[src/rtl/vec_pkg.sv]
// ---------------------------------------------------------------------------
// vec_pkg
// Shared definitions for the vector arithmetic family (vec_pack and the
// future unpacker).
// Contents:
//   vec_state_e  - packer state: FILL (collecting lanes) / HOLD (presenting)
//   VEC_N_DEF    - default elements per vector
//   VEC_DW_DEF   - default element width
//   vec_cw()     - lane-counter width for N lanes (never below 1 bit)
// ---------------------------------------------------------------------------
package vec_pkg;

    typedef enum logic {
        FILL = 1'b0,
        HOLD = 1'b1
    } vec_state_e;

    localparam int VEC_N_DEF  = 8;
    localparam int VEC_DW_DEF = 16;

    function automatic int vec_cw(input int n);
        return (n > 1) ? $clog2(n) : 1;
    endfunction

endpackage

[src/rtl/vec_lane_ctr.sv]
// ---------------------------------------------------------------------------
// vec_lane_ctr
// Lane index counter for serial<->parallel vector converters.
// Priority: load-1 > clear > increment. Increment wraps N-1 -> 0.
// Ports:
//   i_clk    - clock
//   i_rst_n  - asynchronous active-low reset (count -> 0)
//   i_inc    - advance to next lane
//   i_clr    - return to lane 0
//   i_load1  - jump to lane 1 (lane 0 was filled in the same cycle)
//   o_count  - current lane index
// ---------------------------------------------------------------------------
module vec_lane_ctr
    import vec_pkg::*;
#(
    parameter  int N  = VEC_N_DEF,
    localparam int CW = vec_cw(N)
) (
    input  logic          i_clk,
    input  logic          i_rst_n,
    input  logic          i_inc,
    input  logic          i_clr,
    input  logic          i_load1,
    output logic [CW-1:0] o_count
);

    logic [CW-1:0] r_count;

    always_ff @(posedge i_clk or negedge i_rst_n) begin
        if (!i_rst_n) begin
            r_count <= '0;
        end else if (i_load1) begin
            r_count <= CW'(1);
        end else if (i_clr) begin
            r_count <= '0;
        end else if (i_inc) begin
            r_count <= (r_count == CW'(N - 1)) ? '0 : r_count + CW'(1);
        end
    end

    assign o_count = r_count;

endmodule

[src/rtl/vec_pack.sv]
// ---------------------------------------------------------------------------
// vec_pack
// Serial-to-parallel packer feeding the dotprod summation stage. Collects N
// DW-bit elements from a valid/ready stream into lanes (k-th element -> lane
// k, lane 0 least significant) and presents the vector on a registered
// valid/ready output. Back-to-back vectors flow without bubbles.
// Optional feature macro: VEC_PACK_LAST_EN (adds in_last / out_len for short
// vectors; unused lanes read 0).
// Ports:
//   clk        - clock
//   nreset     - asynchronous active-low reset
//   in_valid   - element on in_data is valid
//   in_ready   - element can be accepted this cycle
//   in_data    - element value
//   in_last    - (VEC_PACK_LAST_EN) element closes a short vector
//   out_valid  - out_data holds a complete vector
//   out_ready  - downstream accepts the vector
//   out_data   - packed vector, lane i = out_data[i*DW +: DW]
//   out_len    - (VEC_PACK_LAST_EN) number of valid lanes, 1..N
// ---------------------------------------------------------------------------
module vec_pack
    import vec_pkg::*;
#(
    parameter  int N  = VEC_N_DEF,
    parameter  int DW = VEC_DW_DEF,
    localparam int CW = vec_cw(N)
) (
    input  logic            clk,
    input  logic            nreset,
    input  logic            in_valid,
    output logic            in_ready,
    input  logic [DW-1:0]   in_data,
`ifdef VEC_PACK_LAST_EN
    input  logic            in_last,
    output logic [CW:0]     out_len,
`endif
    output logic            out_valid,
    input  logic            out_ready,
    output logic [N*DW-1:0] out_data
);

    vec_state_e    r_state;
    logic          r_out_valid;
    logic [DW-1:0] r_lanes [N];
`ifdef VEC_PACK_LAST_EN
    logic [CW:0]   r_len;
`endif

    logic [CW-1:0] w_count;
    logic          w_in_fire;
    logic          w_out_fire;
    logic          w_last_beat;
    logic          w_close;
    logic          w_ctr_inc;
    logic          w_ctr_clr;
    logic          w_ctr_load1;

    // While holding, a new element may only enter in the cycle the held
    // vector leaves, so the input is gated straight by out_ready.
    assign in_ready   = (r_state == FILL) ? 1'b1 : out_ready;
    assign w_in_fire  = in_valid & in_ready;
    assign w_out_fire = r_out_valid & out_ready;

`ifdef VEC_PACK_LAST_EN
    assign w_last_beat = in_last;
`else
    assign w_last_beat = 1'b0;
`endif

    assign w_close = (w_count == CW'(N - 1)) | w_last_beat;

    always_comb begin
        w_ctr_inc   = 1'b0;
        w_ctr_clr   = 1'b0;
        w_ctr_load1 = 1'b0;
        if (r_state == FILL) begin
            if (w_in_fire) begin
                if (w_close) w_ctr_clr = 1'b1;
                else         w_ctr_inc = 1'b1;
            end
        end else if (w_out_fire) begin
            // Overlapping beat fills lane 0, so counting resumes at lane 1.
            if (w_in_fire && !w_last_beat) w_ctr_load1 = 1'b1;
            else                           w_ctr_clr   = 1'b1;
        end
    end

    vec_lane_ctr #(.N(N)) u_lane_ctr (
        .i_clk   (clk),
        .i_rst_n (nreset),
        .i_inc   (w_ctr_inc),
        .i_clr   (w_ctr_clr),
        .i_load1 (w_ctr_load1),
        .o_count (w_count)
    );

    always_ff @(posedge clk or negedge nreset) begin
        if (!nreset) begin
            r_state     <= FILL;
            r_out_valid <= 1'b0;
            for (int i = 0; i < N; i++) r_lanes[i] <= '0;
`ifdef VEC_PACK_LAST_EN
            r_len       <= '0;
`endif
        end else begin
            case (r_state)
                FILL: begin
                    if (w_in_fire) begin
                        r_lanes[w_count] <= in_data;
                        if (w_close) begin
                            r_state     <= HOLD;
                            r_out_valid <= 1'b1;
`ifdef VEC_PACK_LAST_EN
                            r_len       <= (CW+1)'(w_count) + (CW+1)'(1);
`endif
                        end
                    end
                end
                HOLD: begin
                    if (w_out_fire) begin
                        // Lanes are cleared on release so short vectors read
                        // zero in their unused lanes.
                        for (int i = 0; i < N; i++) r_lanes[i] <= '0;
                        if (w_in_fire) r_lanes[0] <= in_data;
                        if (w_in_fire && w_last_beat) begin
                            // One-element vector closes immediately: stay
                            // presenting with the new contents.
`ifdef VEC_PACK_LAST_EN
                            r_len <= (CW+1)'(1);
`endif
                        end else begin
                            r_state     <= FILL;
                            r_out_valid <= 1'b0;
                        end
                    end
                end
                default: begin
                    r_state     <= FILL;
                    r_out_valid <= 1'b0;
                end
            endcase
        end
    end

    for (genvar gi = 0; gi < N; gi++) begin : g_out
        assign out_data[gi*DW +: DW] = r_lanes[gi];
    end

    assign out_valid = r_out_valid;
`ifdef VEC_PACK_LAST_EN
    assign out_len   = r_len;
`endif

endmodule

[config.mk]
export PLATFORM = sky130hd
export DESIGN_NAME = vec_pack
export DESIGN_NICKNAME = d
export VERILOG_FILES = /design/src/rtl/vec_pkg.sv /design/src/rtl/vec_lane_ctr.sv /design/src/rtl/vec_pack.sv
export SDC_FILE = /design/constraint.sdc
export NUM_CORES = 1
export LEC_CHECK = 0
export ABC_CLOCK_PERIOD_IN_PS = 2200
export CORE_MARGIN = 4
export CORE_UTILIZATION = 49
export CTS_CLUSTER_SIZE = 25
export DETAILED_ROUTE_END_ITERATION = 16
export PLACE_DENSITY = 0.81
export SETUP_SLACK_MARGIN = 0.2
export SLEW_MARGIN = 20
export SYNTH_ARGS = -nofsm -noshare
export SYNTH_HDL_FRONTEND = slang
export SYNTH_SLANG_ARGS = --single-unit
[constraint.sdc]
create_clock -name clk -period 2.2 [get_ports clk]
set_input_delay 0.66 -clock clk [delete_from_list [all_inputs] [get_ports clk]]
set_output_delay 0.66 -clock clk [all_outputs]
set_load 0.01 [all_outputs]
# Yosys cells after proc, flatten, opt, wreduce, memory -nomap -nowiden
# Cells that the tools add are included.
[totals]
regBits = 133
latch_bits = 0
mem_bits_rw = 0
mem_bits_ro = 0
input_bits = 20
mem_count = 0
[classes]
add_sub_neg = 1
n_mul = 0
n_div = 0
order_cmp = 2
eq_ne = 4
shifts = 0
muxes = 29
bitwise_logic = 4
reduce_logical = 4
[ops]
columns = ["op", "n"]
rows = [
  ["128-bit 2-to-1 mux", 2],
  ["128-bit case mux with 2 select lines", 1],
  ["128-bit bitwise mux", 1],
  ["16-bit demux with 3-bit select", 1],
  ["16-bit 2-to-1 mux", 2],
  ["1-bit 2-to-1 mux", 16],
  ["3-bit 2-to-1 mux", 4],
  ["4-bit greater-or-equal comparator (second input constant)", 1],
  ["4-bit by 1-bit less-than comparator with 1-bit output (second input constant)", 1],
  ["2-bit != test (second input constant)", 2],
  ["3-bit NOT with 4-bit output", 1],
  ["1-bit case mux with 2 select lines", 2],
  ["3-bit by 1-bit adder with 3-bit output (second input constant)", 1],
  ["3-bit equality test (second input constant)", 1],
  ["3-bit AND reduction", 1],
  ["3-bit nonzero test", 1],
  ["1-bit bitwise AND", 2],
  ["2-bit by 1-bit != test with 1-bit output (second input constant)", 1],
  ["2-bit AND reduction", 1],
  ["1-bit logical AND", 1],
  ["1-bit NOT", 1],
]

# Logic depth before layout (Yosys ltp)
# Gate-level depths: netlist of the first run.
[depth]
ltp_word = 8
depth_mapped = 7
ltp_nobuf = 5

# By module
# A second synthesis of the first run with hierarchy kept.
[hier_totals]
cells_unflattened = 499
area_unflattened_um2 = 5751.8
[modules_own_cells]
columns = ["module", "n_inst", "cells_each", "area_each_um2", "seq_area_each_um2"]
rows = [
  ["vec_pack", 1, 487, 5599.1, 3253.1],
  ["vec_lane_ctr", 1, 12, 152.6, 75.1],
]

# Worst setup path after synthesis of the first run
# Ideal clock, no wire load.
[synth_timing]
kind = "input to register"
startpoint = "input in_valid"
endpoint = "register r_lanes (netlist bit out_data[22])"
setup_ns = 0.127
arrival_time_ns = 1.722
required_ns = 2.073
setup_slack_ns = 0.351
stages = 6
n_path_buf = 3
cell_sequence = "nand2b_4 buf_6 or4b_4 buf_6 buf_12 mux2i_1"
[synth_via]
elab_chain_len = 3
[synth_rtl]
columns = ["item", "line_no", "text"]
rows = [
  ["start, declared", "vec_pack.sv:30", "input logic in_valid,"],
  ["1-bit bitwise AND", "vec_pack.sv:61", "assign w_in_fire = in_valid & in_ready;"],
  ["2-bit != test (no line)", "-", ""],
  ["2-bit AND reduction (no line)", "-", ""],
  ["end signal, assigned by index", "vec_pack.sv:109", "r_lanes[w_count] <= in_data;"],
  ["end, declared", "vec_pack.sv:44", "logic [DW-1:0] r_lanes [N];"],
]
# No other way between the ends.
# A chain may end at the register's enable or synchronous reset.

# Worst setup path after layout of the first run
[layout_timing]
startpoint = "register r_lanes (netlist bit out_data[111])"
endpoint = "output out_data[111]"
[layout_lines]
columns = ["item", "line_no", "text"]
rows = [
  ["end, declared", "vec_pack.sv:39", "output logic [N*DW-1:0] out_data"],
]
# No word-level cell between the ends.

==> results of run 1 <==
[per-layer routing]
metal | global-route usage (%) | up-vias | share of wire, %
li1 | - | 1898 | -
met1 | 29.6 | 2112 | 43
met2 | 34.8 | 139 | 49
met3 | 6.26 | 14 | 6.6
met4 | 6.73 | 0 | 1.1
met5 | 0 | - | 0
[layout by cell type (no fill, tap or decap), types with 2 or more instances in the layout]
cell and n:
inv_1 33, clkbuf_16 17, clkdlybuf4s50_1 65, clkinv_4 3, inv_6 4, dlygate4sd2_1 19
clkbuf_8 2, nor3b_2 2, nand3_1 2, buf_12 9, o21ai_0 3, mux2i_1 129
nand2b_1 3, buf_4 11, ha_1 2, dlymetal6s2s_1 63, clkinvlp_4 4, nand2_1 132
dfrtp_1 133, a21oi_1 2
[flip-flops by register name (all words and copies together), names as in the netlist]
| signal | cells |
|---|---|
| out_valid | 1 |
| r_state | 1 |
| u_lane_ctr.o_count | 3 |
| out_data | 128 |
[repair_timing]
item,4_1_cts,5_1_grt
gates resized for setup,22,64
setup endpoints to repair,20,63
hold endpoints to repair,0,0
setup buffers,0,0
gates cloned,0,0
[cells by family after synthesis]
logic type               share of synthesized area [%]
flip-flops                                        59.0
adder cells (fa/ha/maj)                          0.443
AND/OR/NAND/NOR                                   11.0
buffers and inverters                             5.30
multiplexers                                      22.9
AO/OA/AOI/OAI                                     1.35
[cell type report]
class,count,area [um2]
Clock inverter,12,121
Tap cell,140,175
Inverter,33,124
Timing Repair Buffer,168,1870
Sequential cell,133,3330
Multi-Input combinational cell,289,2040
Clock buffer,20,457
Fill cell,767,2910
[power groups by stage]
stage | clock network [uW] | logic (uW) | registers (uW)
after global routing | 2890 | 5060 | 4450
after CTS | 2760 | 4840 | 4330
after detailed placement | 0 | 4920 | 4350
final | 2720 | 4650 | 4310
after floorplan | 0 | 1670 | 4700
after global placement | 0 | 4760 | 4300
[how the worst max path moves through the flow]
| stage | end | slack (ps) | cells after the start | from |
|---|---|---|---|---|
| 5_1_grt | out_data[6] | 200 | 1 | out_data[6]$_DFFE_PN0P_ |
| 4_1_cts | in_ready | 80 | 3 | out_ready |
| 3_3_place_gp | in_ready | -220 | 3 | out_ready |
| 3_5_place_dp | in_ready | -240 | 3 | out_ready |
| 2_1_floorplan | out_data[22]$_DFFE_PN0P_ | 350 | 6 | in_valid |
| 6_report | out_data[111] | 220 | 1 | out_data[111]$_DFFE_PN0P_ |
[metrics by stage]
step	hold slack, ps	util (%)
4_1_cts	202	72.3
6_report	193	73.6
3_3_place_gp	507	67.2
3_5_place_dp	508	67.2
2_1_floorplan	364	-
5_1_grt	217	73.6
==> key figures, run 1 <==
Pwr
  • Worst vdd ir: 751 uV
  • Switch Pwr: 3960 uW
  • Power per cell area: 1440 nW/um2
  • Clk pwr share: 23.3%
  • Seq pwr share: 36.9%
  • Total power draw: 11,700 uW
  • Leakage power: 0.00474 uW
  • Gate power share: 39.8%
  • Pint: 7720 uW
  • Sw Share: 33.9%

Run status
  • Outcome: finished clean

Synth
  • Leading area contributor after synthesis: dfrtp_1
  • Share of the synthesized area in the top cell type: 59.0%
  • Mapped Cells: 484
  • FF+latch count, synth: 133
  • Post-synth ARST share: 100%
  • Synth unique cells: 29
  • Most common library cells after synthesis: dfrtp_1 (133), nand2_1 (132), mux2i_1 (129), inv_1 (33), clkbuf_1 (9)
  • Sequential fraction of the synthesis area: 59.0%
  • Top post-synthesis cells by area: dfrtp_1 (59%), mux2i_1 (23%), nand2_1 (8.8%)
  • Avg Cell Area, Syn: 11.7 um2
  • Most frequent cell after synthesis: dfrtp_1
  • EDFF count, synth: 0
  • Synth warn: 0
  • Most used flip-flop cell after synthesis: dfrtp_1
  • Post-Syn Area: 5640 um2
  • Synth Net Count: 506

STA
  • Final Max Tran Viols: 0
  • Worst-Margin Slew: 515 ps
  • Achievable frequency: 506 MHz
  • Normalized max-slew margin: 65.7%
  • RSZ-0062 raised after global routing: no
  • Final Hold Viols: 0
  • Tmin final: 1980 ps
  • Clock Skew: 6.98 ps
  • Final WS setup: 223 ps
  • TNS Setup: 0 ps
  • Final Setup Violations: 0
  • Period Utilization, post-route: 89.9%

GRT
  • Total gr overflow: 0
  • Vias in the first global route: 4,412
  • GRT Util Overall: 22.0%
  • Initial antenna violation count: 0
  • Global-route wire length before repair: 22.5 mm
  • Largest net degree at the start of global routing: 51

Clock tree
  • CTS Buf Count: 17
  • Root Buffer: clkbuf_16
  • Hold_buf cts: 0
  • Worst-path clk slew: 60 ps
  • Number of H-tree levels: 4
  • CTS sink count: 133
  • CTS tree: built
  • Max clock buf depth: 2
  • Clock latency at the later pin of the worst-skew pair: 410 ps

Worst setup path
  • Reg2Reg Launch Point: r_state$_DFF_PN0_
  • Setup crit start kind: flop
  • Worst Path Arrival: 1320 ps
  • Slowest CP cell: clkdlybuf4s50_1
  • CP Capture Type: output port
  • Critical path, cell by cell: clkdlybuf4s50_1
  • Worst-path fanout max: 2
  • FF-to-FF setup slack: 440 ps
  • Reg2reg end: out_data[27]$_DFFE_PN0P_
  • Critical path class: flop to output port
  • WP buf/inv: 1
  • Critical path's top delay family: buffers and inverters
  • Register-to-Register Path Depth: 3
  • Crit-path max cell delay: 550 ps
  • Req. time, crit path: 1540 ps

Die
  • Chip Height: 115 um
  • Die area: 13,300 um2
  • Core footprint: 11,000 um2
  • Die W: 115 um
  • Row count: 38
  • Starting Density: 51.2%
  • Io pins: 150

Route
  • DRC violations left: 0
  • Avg WL per Cell: 18.0 um
  • DRT Wirelength: 14.3 mm
  • Vias: 4,163
  • ANT nets after route: 0
  • First-pass detailed-route iteration total: 5
  • Via-to-Cell Ratio: 5.24
  • DR iter-0 viols: 275

Placed design
  • Placed insts: 763
  • Pre-CTS setup slack: -240 ps
  • Gpl congestion: 0.769
  • Dpl cell area: 7420 um2
  • Port Buf Inserts: 149
  • Hpwl dp: 10.1 mm

Final layout
  • Final Non-Filler Cells: 795
  • NumNets Final: 664
  • Post-route cell area: 8120 um2
  • Share of cells above drive strength 1: 9.16%
  • P&R area growth vs syn: 43.9%
  • Antenna Cells: 0

Min path
  • Min-Delay Path Class: input pin to async pin

Flow run
  • Max-Cap Viols: 0
Note: power is estimated with default switching activity, not from simulation.
==> run 2, diff against run 1 <==
- TNS_END_PERCENT: unset -> 30
==> key figures, run 2 (same netlist as run 1, synthesis figures left out) <==
Worst setup path
  • Setup crit start kind: flop
  • Crit path launch: out_data[92]$_DFFE_PN0P_
  • Critical path class: flop to output port
  • Worst Path Arrival: 1330 ps
  • Register-to-Register Path Depth: 3
  • WP buf/inv: 1
  • Critical path depth in cells: 1
  • Critical path's top delay family: buffers and inverters
  • Crit-path max cell delay: 580 ps
  • Critical path, cell by cell: clkdlybuf4s50_1
  • Worst-path fanout max: 2
  • FF-to-FF setup slack: 450 ps
  • Slowest CP cell: clkdlybuf4s50_1
  • Req. time, crit path: 1540 ps
  • Reg2Reg Launch Point: r_state$_DFF_PN0_
  • Reg2reg end: out_data[27]$_DFFE_PN0P_
  • CP Capture Type: output port

Min path
  • Min-Delay Path Class: input pin to async pin

Pwr
  • Gate power share: 40.6%
  • Seq pwr share: 36.4%
  • Power per cell area: 1470 nW/um2
  • Worst vdd ir: 752 uV
  • Leakage power: 0.00422 uW
  • Sw Share: 33.4%
  • Clk pwr share: 23.0%
  • Switch Pwr: 3950 uW
  • Pint: 7890 uW

Clock tree
  • CTS tree: built
  • CTS Buf Count: 17
  • Worst-path clk slew: 60 ps
  • Root Buffer: clkbuf_16
  • Number of H-tree levels: 4
  • CTS sink count: 133
  • Clock latency at the later pin of the worst-skew pair: 410 ps
  • Post-CTS setup buffer count: 0
  • Max clock buf depth: 2

Final layout
  • Fin util: 72.9%
  • Antenna Cells: 0
  • Max reg flops: 128
  • Share of cells above drive strength 1: 9.16%
  • Post-route cell area: 8040 um2
  • P&R area growth vs syn: 42.5%
  • Final Non-Filler Cells: 795
  • Fill count: 767
  • Leading cell type in the layout, fill and taps excluded: dfrtp_1
  • NumNets Final: 664
  • Most frequent cells in the layout: dfrtp_1 (133), nand2_1 (132), mux2i_1 (129), clkdlybuf4s50_1 (119), inv_1 (33)

STA
  • Worst-Margin Slew: 530 ps
  • Final Hold Viols: 0
  • Clock Skew: 9.06 ps
  • Tmin final: 1990 ps
  • Final Max Tran Viols: 0
  • RSZ-0062 raised after global routing: yes
  • Achievable frequency: 502 MHz
  • Min Hold Slack: 199 ps
  • Period Utilization, post-route: 90.6%
  • Final WS setup: 208 ps
  • Final Setup Violations: 0
  • Normalized max-slew margin: 64.7%

GRT
  • Largest net degree at the start of global routing: 51
  • GRT Util Overall: 22.0%
  • Global-route wire length before repair: 22.5 mm
  • Total gr overflow: 0
  • Vias in the first global route: 4,410
  • Initial antenna violation count: 0

Placed design
  • Pre-CTS setup slack: -240 ps
  • Gpl congestion: 0.769
  • Dpl cell area: 7420 um2
  • Placed insts: 763
  • Hpwl dp: 10.1 mm
  • Port Buf Inserts: 149

Flow run
  • Max-Cap Viols: 0

Die
  • Io pins: 150
  • Die W: 115 um
  • Die area: 13,300 um2
  • Starting Density: 51.2%
  • Row count: 38
  • Core footprint: 11,000 um2
  • Chip Height: 115 um

Run status
  • Outcome: finished clean

Route
  • Vias: 4,137
  • DR iter-0 viols: 248
  • Avg WL per Cell: 17.7 um
  • ANT nets after route: 0
  • DRC violations left: 0
  • First-pass detailed-route iteration total: 4
  • Via-to-Cell Ratio: 5.20
  • DRT Wirelength: 14.1 mm
==> run 2: cell count changes in the layout (fill, tap and decap cells not counted), sizes merged <==
cell           delta
clkdlybuf4s50    +54
dlymetal6s2s     -40
dlygate4sd2      -14
==> run 2: layout make-up <==
| cell class | instances | area, um2 | area share (%) |
|---|---|---|---|
| multi-input cells | 289 | 2040 | 25.4 |
| clock inverters | 12 | 121 | 1.51 |
| flip-flops and latches | 133 | 3330 | 41.4 |
| well taps | 140 | 175 | 2.18 |
| clock buffers | 20 | 457 | 5.68 |
| repair buffers | 168 | 1790 | 22.3 |
| inverters | 33 | 124 | 1.54 |
==> run 2: worst max-delay path by stage <==
stage                               end  slack (ps)
2_1_floorplan  out_data[22]$_DFFE_PN0P_         350
3_3_place_gp                   in_ready        -220
3_5_place_dp                   in_ready        -240
4_1_cts                        in_ready          80
5_1_grt                    out_data[91]         180
6_report                   out_data[92]         210
==> run 2: per-stage QoR <==
step                      total power (uW)  setup TNS [ps]
after global placement                9060           -3110
after floorplan                       6370               0
final                                11800               0
after detailed placement              9270           -4640
after global routing                 12600               0
after CTS                            12000               0
==> run 2: timing repair <==
action,4_1_cts,5_1_grt
setup endpoints to repair,20,77
hold buffers,0,0
resized for setup,8,24
==> run 2: metal layers <==
layer  wire, um  share of wire [%]  vias up  track usage, %
li1           -                  -     1895               -
met1       6060                 43     2095            29.6
met2       6910                 49      139            34.8
met3        995                7.1        8            6.26
met4        110               0.78        0            6.73
met5          0                  0        -               0
==> run 2: power groups by stage <==
| stage | Clock [uW] | Combinational (uW) | Sequential, uW |
|---|---|---|---|
| after floorplan | 0 | 1670 | 4700 |
| after global placement | 0 | 4760 | 4300 |
| after detailed placement | 0 | 4920 | 4350 |
| after CTS | 2760 | 4920 | 4330 |
| after global routing | 2890 | 5210 | 4470 |
| final | 2720 | 4810 | 4320 |
==> run 3, diff against run 2 <==
- CTS_BUF_LIST: unset -> sky130_fd_sc_hd__clkbuf_16
==> key figures, run 3 (same netlist as run 1, synthesis figures left out) <==
Run status
  • Outcome: finished clean

STA
  • Min Hold Slack: 192 ps
  • Achievable frequency: 499 MHz
  • Worst-Margin Slew: 524 ps
  • Clock Skew: 10.3 ps
  • Tmin final: 2000 ps
  • Normalized max-slew margin: 65.1%
  • Period Utilization, post-route: 91.0%
  • Final Setup Violations: 0
  • Final WS setup: 197 ps
  • Final Hold Viols: 0
  • Final Max Tran Viols: 0
  • RSZ-0062 raised after global routing: yes

Final layout
  • P&R area growth vs syn: 42.2%
  • Leading cell type in the layout, fill and taps excluded: dfrtp_1
  • Antenna Cells: 0
  • Most frequent cells in the layout: dfrtp_1 (133), nand2_1 (132), mux2i_1 (129), clkdlybuf4s50_1 (120), inv_1 (34)
  • Max reg flops: 128
  • Fin util: 72.7%
  • Share of cells above drive strength 1: 8.85%
  • NumNets Final: 664

Worst setup path
  • Register-to-Register Path Depth: 3
  • WP buf/inv: 1
  • Critical path, cell by cell: clkdlybuf4s50_1
  • Reg2reg end: out_data[20]$_DFFE_PN0P_
  • Worst Path Arrival: 1340 ps
  • FF-to-FF setup slack: 440 ps
  • Critical path's top delay family: buffers and inverters
  • Crit-path max cell delay: 550 ps
  • Worst-path fanout max: 2
  • Req. time, crit path: 1540 ps
  • Slowest CP cell: clkdlybuf4s50_1
  • Critical path class: flop to output port
  • Reg2Reg Launch Point: r_state$_DFF_PN0_
  • Setup crit start kind: flop
  • CP Capture Type: output port

Placed design
  • Gpl congestion: 0.769
  • Port Buf Inserts: 149
  • Pre-CTS setup slack: -240 ps
  • Hpwl dp: 10.1 mm

Pwr
  • Leakage power: 0.00421 uW
  • Total power draw: 11,800 uW
  • Power per cell area: 1470 nW/um2
  • Worst vdd ir: 698 uV

Clock tree
  • CTS sink count: 133
  • Clock latency at the later pin of the worst-skew pair: 410 ps
  • CTS Buf Count: 17
  • CTS tree: built
  • Hold_buf cts: 0
  • Post-cts repair resize count: 6
  • Max clock buf depth: 2
  • Post-CTS setup buffer count: 0
  • Number of H-tree levels: 4
  • Root Buffer: clkbuf_16
  • Worst-path clk slew: 60 ps

Route
  • Via-to-Cell Ratio: 5.13
  • Avg WL per Cell: 17.6 um
  • DRT Wirelength: 14.0 mm
  • DR iter-0 viols: 259
  • DRC violations left: 0
  • First-pass detailed-route iteration total: 4
  • Vias: 4,077
  • ANT nets after route: 0

GRT
  • Initial antenna violation count: 0
  • GRT Util Overall: 21.9%
  • Vias in the first global route: 4,454
  • Total gr overflow: 0
  • Largest net degree at the start of global routing: 51
  • Global-route wire length before repair: 22.5 mm

Min path
  • Min-Delay Path Class: input pin to async pin

Die
  • Row count: 38
  • Io pins: 150
  • Starting Density: 51.2%
  • Core footprint: 11,000 um2
  • Die W: 115 um
  • Die area: 13,300 um2
  • Chip Height: 115 um

Flow run
  • Max-Cap Viols: 0
## run 3: cell count changes in the layout (fill, tap and decap cells not counted)
cell and change:
clkbuf_1 -1, clkbuf_8 -2, clkdlybuf4s50_1 +1, clkinv_1 +2, dlygate4sd2_1 -1, inv_1 +1
## run 3: cell type report
cell class                 count  area [um2]
clock buffer                  17         425
sequential                   133        3330
multi-input combinational    289        2040
fill                         764        3010
clock inverter                15         133
timing repair buffer         168        1790
inverter                      33         124
tap                          140         175
## run 3: how the worst max path moves through the flow
stage                             startpoint                  endpoint  slack, ps  cells past startpoint
finish              out_data[41]$_DFFE_PN0P_              out_data[41]        200                      1
global route        out_data[21]$_DFFE_PN0P_              out_data[21]        180                      1
CTS                                out_ready                  in_ready         60                      3
detailed placement                 out_ready                  in_ready       -240                      3
global placement                   out_ready                  in_ready       -220                      3
floorplan                           in_valid  out_data[22]$_DFFE_PN0P_        350                      6
## run 3: metal layers
layer,up-vias,routed length (um),track usage (%),part of all wire [%]
li1,1893,-,-,-
met1,2044,6130,29.3,44
met2,129,6770,34.8,48
met3,11,944,6.47,6.8
met4,0,132,6.73,0.94
met5,-,0,0,0
## run 3: power by group
part	total, uW	internal, uW	leakage, uW	switching, uW
Clock	2640	1560	0.000263	1090
Combinational	4800	2690	0.00228	2110
Sequential	4320	3570	0.00166	749
Total	11800	7820	0.00421	3940
## run 3: metrics by stage
step / setup TNS (ps) / cells / cell area [um2]
2_1_floorplan: 0 / 484 / 5640
3_3_place_gp: -3110 / 763 / 7420
3_5_place_dp: -4640 / 763 / 7420
4_1_cts: 0 / 795 / 7970
5_1_grt: 0 / 795 / 8020
6_report: 0 / 795 / 8020
